File: src/rtl/sd_stp_deser.sv
// Purpose : multi-lane serial-to-parallel deserialiser framing WORD_BITS words for the SD data path.
// Latency : completed word appears in word_data/word_valid the cycle after the completing shift.
// Backpr. : shift register never stalls; a word completing into a full holding register is dropped and sets overrun.
//
// Ports:
//   clk, rst            rising-edge clock, synchronous active-high reset
//   clear               synchronous clear of partial word, holding register, overrun and CRC
//   shift_enable        shift serial_in (NUM_LANES bits, [NUM_LANES-1] = DAT3) into the shift register
//   parallel_out        live shift register, bit_count = beats received in the current word
//   word_data/_valid    completed word holding register, consumed with word_ready
//   overrun             sticky lost-word flag
//   crc_out             per-lane CRC16-CCITT, lane i at [16*i+15:16*i]
//
// Optional feature: define SD_STP_CRC16_EN to build the per-lane CRC16 checkers;
// otherwise crc_out is tied to zero with the same port list.
module sd_stp_deser #(
  parameter int WORD_BITS = 8,
  parameter int NUM_LANES = 1,
  parameter int SHIFT_MSB = 1,
  localparam int BEATS = WORD_BITS / NUM_LANES,
  localparam int CW    = (BEATS > 1) ? $clog2(BEATS) : 1
) (
  input  logic                      clk,
  input  logic                      rst,
  input  logic                      clear,
  input  logic                      shift_enable,
  input  logic [NUM_LANES-1:0]      serial_in,
  output logic [WORD_BITS-1:0]      parallel_out,
  output logic [CW-1:0]             bit_count,
  output logic [WORD_BITS-1:0]      word_data,
  output logic                      word_valid,
  input  logic                      word_ready,
  output logic                      overrun,
  output logic [16*NUM_LANES-1:0]   crc_out
);

  localparam logic [CW-1:0] LAST_BEAT = CW'(BEATS - 1);

  logic [WORD_BITS-1:0] sr_q, sr_d, sr_shift;
  logic [CW-1:0]        cnt_q, cnt_d;
  logic [WORD_BITS-1:0] wd_q, wd_d;
  logic                 wv_q, wv_d;
  logic                 ov_q, ov_d;
  logic                 complete;
  logic                 accept;

  // Shift direction is fixed at elaboration time.
  if (SHIFT_MSB != 0) begin : g_msb_first
    assign sr_shift = {sr_q[WORD_BITS-NUM_LANES-1:0], serial_in};
  end else begin : g_lsb_first
    assign sr_shift = {serial_in, sr_q[WORD_BITS-1:NUM_LANES]};
  end

  assign complete = shift_enable && (cnt_q == LAST_BEAT);
  assign accept   = wv_q && word_ready;

  always_comb begin
    sr_d  = sr_q;
    cnt_d = cnt_q;
    wd_d  = wd_q;
    wv_d  = wv_q;
    ov_d  = ov_q;

    if (shift_enable) begin
      sr_d  = sr_shift;
      cnt_d = complete ? '0 : cnt_q + CW'(1);
    end

    // A word completing in the same cycle the old one is taken replaces it
    // without a bubble; only a completion into an untaken full slot is lost.
    if (complete && (!wv_q || accept)) begin
      wd_d = sr_shift;
      wv_d = 1'b1;
    end else if (accept) begin
      wv_d = 1'b0;
    end else if (complete) begin
      ov_d = 1'b1;
    end
  end

  always_ff @(posedge clk) begin
    if (rst || clear) begin
      sr_q  <= '1;
      cnt_q <= '0;
      wd_q  <= '0;
      wv_q  <= 1'b0;
      ov_q  <= 1'b0;
    end else begin
      sr_q  <= sr_d;
      cnt_q <= cnt_d;
      wd_q  <= wd_d;
      wv_q  <= wv_d;
      ov_q  <= ov_d;
    end
  end

  assign parallel_out = sr_q;
  assign bit_count    = cnt_q;
  assign word_data    = wd_q;
  assign word_valid   = wv_q;
  assign overrun      = ov_q;

`ifdef SD_STP_CRC16_EN
  logic [16*NUM_LANES-1:0] crc_q, crc_d;

  // Each lane runs its own CRC16-CCITT over every bit it carries; word
  // boundaries do not reset it, so it spans the whole data block.
  always_comb begin
    crc_d = crc_q;
    if (shift_enable) begin
      for (int i = 0; i < NUM_LANES; i++) begin
        crc_d[16*i +: 16] = {crc_q[16*i +: 15], 1'b0} ^
                            ((crc_q[16*i+15] ^ serial_in[i]) ? 16'h1021 : 16'h0000);
      end
    end
  end

  always_ff @(posedge clk) begin
    if (rst || clear) begin
      crc_q <= '0;
    end else begin
      crc_q <= crc_d;
    end
  end

  assign crc_out = crc_q;
`else
  assign crc_out = '0;
`endif

endmodule
File: config.mk
export PLATFORM = sky130hd
export DESIGN_NAME = sd_stp_deser
export DESIGN_NICKNAME = d
export VERILOG_FILES = /design/src/rtl/sd_stp_deser.sv
export SDC_FILE = /design/constraint.sdc
export NUM_CORES = 1
export LEC_CHECK = 0
export CORE_UTILIZATION = 45
export CTS_BUF_LIST = sky130_fd_sc_hd__clkbuf_2 sky130_fd_sc_hd__clkbuf_4 sky130_fd_sc_hd__clkbuf_8
export CTS_CLUSTER_DIAMETER = 60
export CTS_CLUSTER_SIZE = 40
export DETAILED_ROUTE_END_ITERATION = 7
export PLACE_DENSITY_LB_ADDON = 0.15
export RECOVER_POWER = 100
export SLEW_MARGIN = 20
export SYNTH_ARGS = -nofsm -noshare
export SYNTH_HDL_FRONTEND = slang
export SYNTH_SLANG_ARGS = --single-unit
File: constraint.sdc
create_clock -name clk -period 3.52 [get_ports clk]
set_input_delay 0.704 -clock clk [delete_from_list [all_inputs] [get_ports clk]]
set_output_delay 0.704 -clock clk [all_outputs]
set_load 0.02 [all_outputs]
## Word-level counts from Yosys, hierarchy flattened

Index checks and enable logic that the tools add are counted.

- Input bits: 6
- Bits in registers: 21

- Equality and inequality tests: 1
- Add/subtract/negate cells: 1
- Multiplexer cells: 3
- Bitwise logic cells: 2
- Reductions and logical operators: 8

Operators with widths:

| cell | number |
|---|---|
| adder 3 x 1 -> 3 bit, second input constant | 1 |
| equality test 3 bit, second input constant | 1 |
| logical AND 1 bit | 3 |
| 2-to-1 mux 3 bit | 1 |
| AND reduction 3 bit | 1 |
| logical OR 1 bit | 2 |
| 2-to-1 mux 1 bit | 2 |
| inverter 1 bit | 2 |
| nonzero test 2 bit | 1 |
| logical NOT 1 bit | 1 |

## Logic depth before layout (Yosys ltp)

- Depth in word-level cells: 5
- Depth in mapped cells: 6
- Mapped depth without buffers: 5

## Least setup slack after synthesis

Ideal clock, no wire load.

- Kind: reg-to-reg
- From: reg cnt_q[0], in the netlist bit_count[0]
- To: reg ov_q, in the netlist overrun
- Cell stages (with the launch flop): 7
- Data arrival time: 1263 ps
- Setup time: 117 ps
- Period minus slack after synthesis: 1381 ps
- Data required time: 3403 ps
- Setup slack: 2139 ps
- Cells stage by stage: dfxtp_1 -> ha_1 -> ha_1 -> and2_1 -> buf_4 -> a21oi_1 -> nor2_1

- Word-level cells in the longest chain between the ends: 5

RTL lines:

| item | line | RTL |
|---|---|---|
| start: declaration | 40 | `logic [CW-1:0] cnt_q, cnt_d;` |
| start signal: assignment | 90 | `cnt_q <= cnt_d;` |
| equality test 3 bit (*) | 54 | `assign complete = shift_enable && (cnt_q == LAST_BEAT);` |
| logical AND 1 bit (*) | 54 |  |
| logical AND 1 bit | 71 | `if (complete && (!wv_q \|\| accept)) begin` |
| inverter 1 bit (no line) | -- |  |
| AND reduction 3 bit (no line) (*) | -- |  |
| end signal: assignment | 93 | `ov_q <= ov_d;` |
| end: declaration | 43 | `logic ov_q, ov_d;` |

Mark *: on every way between the ends. The rest lies on a longest branch, timed or not.
A chain may end at the register's enable or synchronous reset.

## Worst setup path after layout

- From: in shift_enable
- To: reg wd_q[0], in the netlist word_data[0]

- Word-level cells in the longest chain between the ends: 2

RTL lines:

| item | line | RTL |
|---|---|---|
| start: declaration | 26 | `input logic shift_enable,` |
| logical AND 1 bit | 54 |  |
| logical AND 1 bit | 71 |  |
| end signal: assignment | 91 | `wd_q <= wd_d;` |
| end: declaration | 41 | `logic [WORD_BITS-1:0] wd_q, wd_d;` |

No other way between the ends.

==> results.cfg <==
[place]
dp.cells = 149
portBuffers = 26
place.gp.congestion = 0.674
dp_hpwl_mm = 1.18

[critical_path]
cp_slowest_stage_delay_ns = 0.99
ff2ff_setup_slack_ns = 1.99
worstPathRequired_ns = 3.77
crit_fanout = 14
crit_cells = 4
reg2reg_depth = 5
cp_cell_sequence = dlygate4sd3_1 > and2_0 > nand3_1 > a21oi_1
path_delay_family = buffers and inverters
arrival_ns = 2.48
end_kind = flip-flop
crit_type = in2reg
crit_slowest_cell = dlygate4sd3_1
critPathLaunchType = primary input
cp.buffers_inverters = 1

[die]
die-area_um2 = 2240
rows = 16
ioPinCount = 43
fp.dieW_um = 47.4
start_util = 0.477
die_h_um = 47.4
core_area_um2 = 1940

[routing]
drc = 0
drt-initial-drc-count = 15
wl_per_cell_um = 10.5
routed_wl_mm = 1.61
num_vias = 707
ant_nets = 0
wl_met2_um = 766
via_per_inst = 4.62
highest_layer = met4
dr_wl_met3_um = 53
drt-pass1-iter-count = 4
wl_met1_um = 763

[hold_path]
hold_path.class = reg2reg
min_path_cells = 2

[layout]
regArea_um2 = 420
area_growth_pct = 24.9
final_common_cell = dlygate4sd3_1
final_net_count = 135
drive_above_1_share = 0.0317
fill_cells = 176
final-instance-count-excl-fill = 153
multiInputGateArea_um2 = 412
final_cell_mix = 22 x dlygate4sd3_1, 21 x dfxtp_1, 16 x conb_1, 11 x a21oi_1, 10 x mux2i_1
num_antenna_cells = 0

[yosys]
synth.distinct_cells = 17
ys_seq_area_frac = 0.454
synthTopCellsByArea = dfxtp_1 45%, buf_4 15%, mux2i_1 11%
synth-seq-cells = 21
synthCells = 102
syn-mean-instance-area_um2 = 9.08
yosysTopAreaCell = dfxtp_1
yosys_warnings = 0
syn_area_um2 = 926
yosysTopAreaCellShare = 0.454

[sta]
worst_pin_slew_ns = 0.699
max_freq_mhz = 449
finalSetupViolations = 0
period_share = 0.633
fin_crit_ns = 2.23
rsz0062_at_grt = false
clock_skew_ns = 0.00490
slew_headroom = 0.532
hold_viol = 0
fin_setup_tns_ns = 0
slew_violations = 0

[global_route]
grt_pass1_wl_mm = 2.47
grt_pass1_vias = 588
track_usage = 0.157
grt-ovfl-total = 0
antenna_found_initial = 0
grt_max_degree = 15

[clock_network]
postCtsHoldBufs = 0
cts_tree = yes
postCtsResizedCells = 0
clk_latency_ns = 0.31
cts_buffers = 3
clkTransAtPathRegs_ns = 0.12
htree_levels = 1
cts_num_sinks = 21
clockRootBuffer = clkbuf_4
post-cts-setup-buffer-count = 0
ctsLongestPathBuffers = 2

[run_status]
status = finished clean

[run]
max-cap-violations = 0

[power]
leakagePower_nw = 0.471
powerDensity_nw_per_um2 = 344
irDropWorstVdd_mv = 0.272
## stage by stage
stage | hold WS, ns | area (µm²) | setup slack [ns] | total power, W | util
6_report | 0.478 | 1160 | 1.29 | 0.000398 | 0.595
4_1_cts | 0.491 | 1160 | 1.44 | 0.000403 | 0.595
2_1_floorplan | 0.558 | 982 | 2.14 | 0.000286 | -
3_3_place_gp | 0.452 | 1130 | 1.15 | 0.000282 | 0.580
3_5_place_dp | 0.459 | 1130 | 1.09 | 0.000283 | 0.580
5_1_grt | 0.511 | 1160 | 1.15 | 0.000415 | 0.595
## final cells by class
| class | instances | share of cell area |
|---|---|---|
| multi-input combinational | 75 | 0.356 |
| sequential | 21 | 0.364 |
| timing repair buffer | 26 | 0.225 |
| clock buffer | 3 | 0.0195 |
| clock inverter | 1 | 0.00649 |
| tap | 27 | 0.0292 |
## final timing paths
| path | start | to |
|---|---|---|
| setup reg to reg | bit_count[0] | word_data[0] |
| setup / recovery | shift_enable | word_data[0] |
| hold reg to reg | overrun | overrun |
| hold / removal | overrun | overrun |
## cells in the mapped netlist
master / count
or2_1: 1
mux2i_1: 10
nor2b_1: 1
buf_4: 18
and2_1: 1
a21oi_1: 11
buf_2: 2
o21ai_1: 8
nand3_1: 8
nand3b_1: 1
clkbuf_2: 1
nand2_1: 9
nor2_1: 5
dfxtp_1: 21
conb_1: 1
ha_1: 2
nand2b_1: 2
## worst reg2reg max path, delay by kind of cell (launching register included)
kind / cells / cell delay, ns
AO/OA/AOI/OAI: 1 / 0.15
adder cells (fa/ha/maj): 2 / 0.36
AND/OR/NAND/NOR: 2 / 0.56
flip-flops: 1 / 0.39
## per-layer routing
layer	global-route usage	vias to the layer above
met2	0.227	16
met5	0	-
met1	0.222	327
li1	-	360
met4	0.0857	0
met3	0.0231	4
## where the power goes
part	leakage, nW	internal, W	switching, W
combinational	0.287	0.0000109	0.0000260
clock	0.0139	0.0000434	0.0000773
sequential	0.170	0.000239	0.00000115
## cell families (layout without fill, tap and decap cells)
family,count (synthesis),count (layout),share of synthesized area
mux,10,10,0.108
fa+ha+maj,2,2,0.0270
compound gates,19,19,0.103
flops,21,21,0.454
buf+inv,21,30,0.162
simple gates,28,28,0.142
other cells,1,16,0.00405
## state kept, by name, indices dropped and copies added (netlist names)
name / cells
bit_count: 3
overrun: 1
parallel_out: 8
word_data: 8
word_valid: 1
Note: power is estimated with default switching activity, not from simulation.
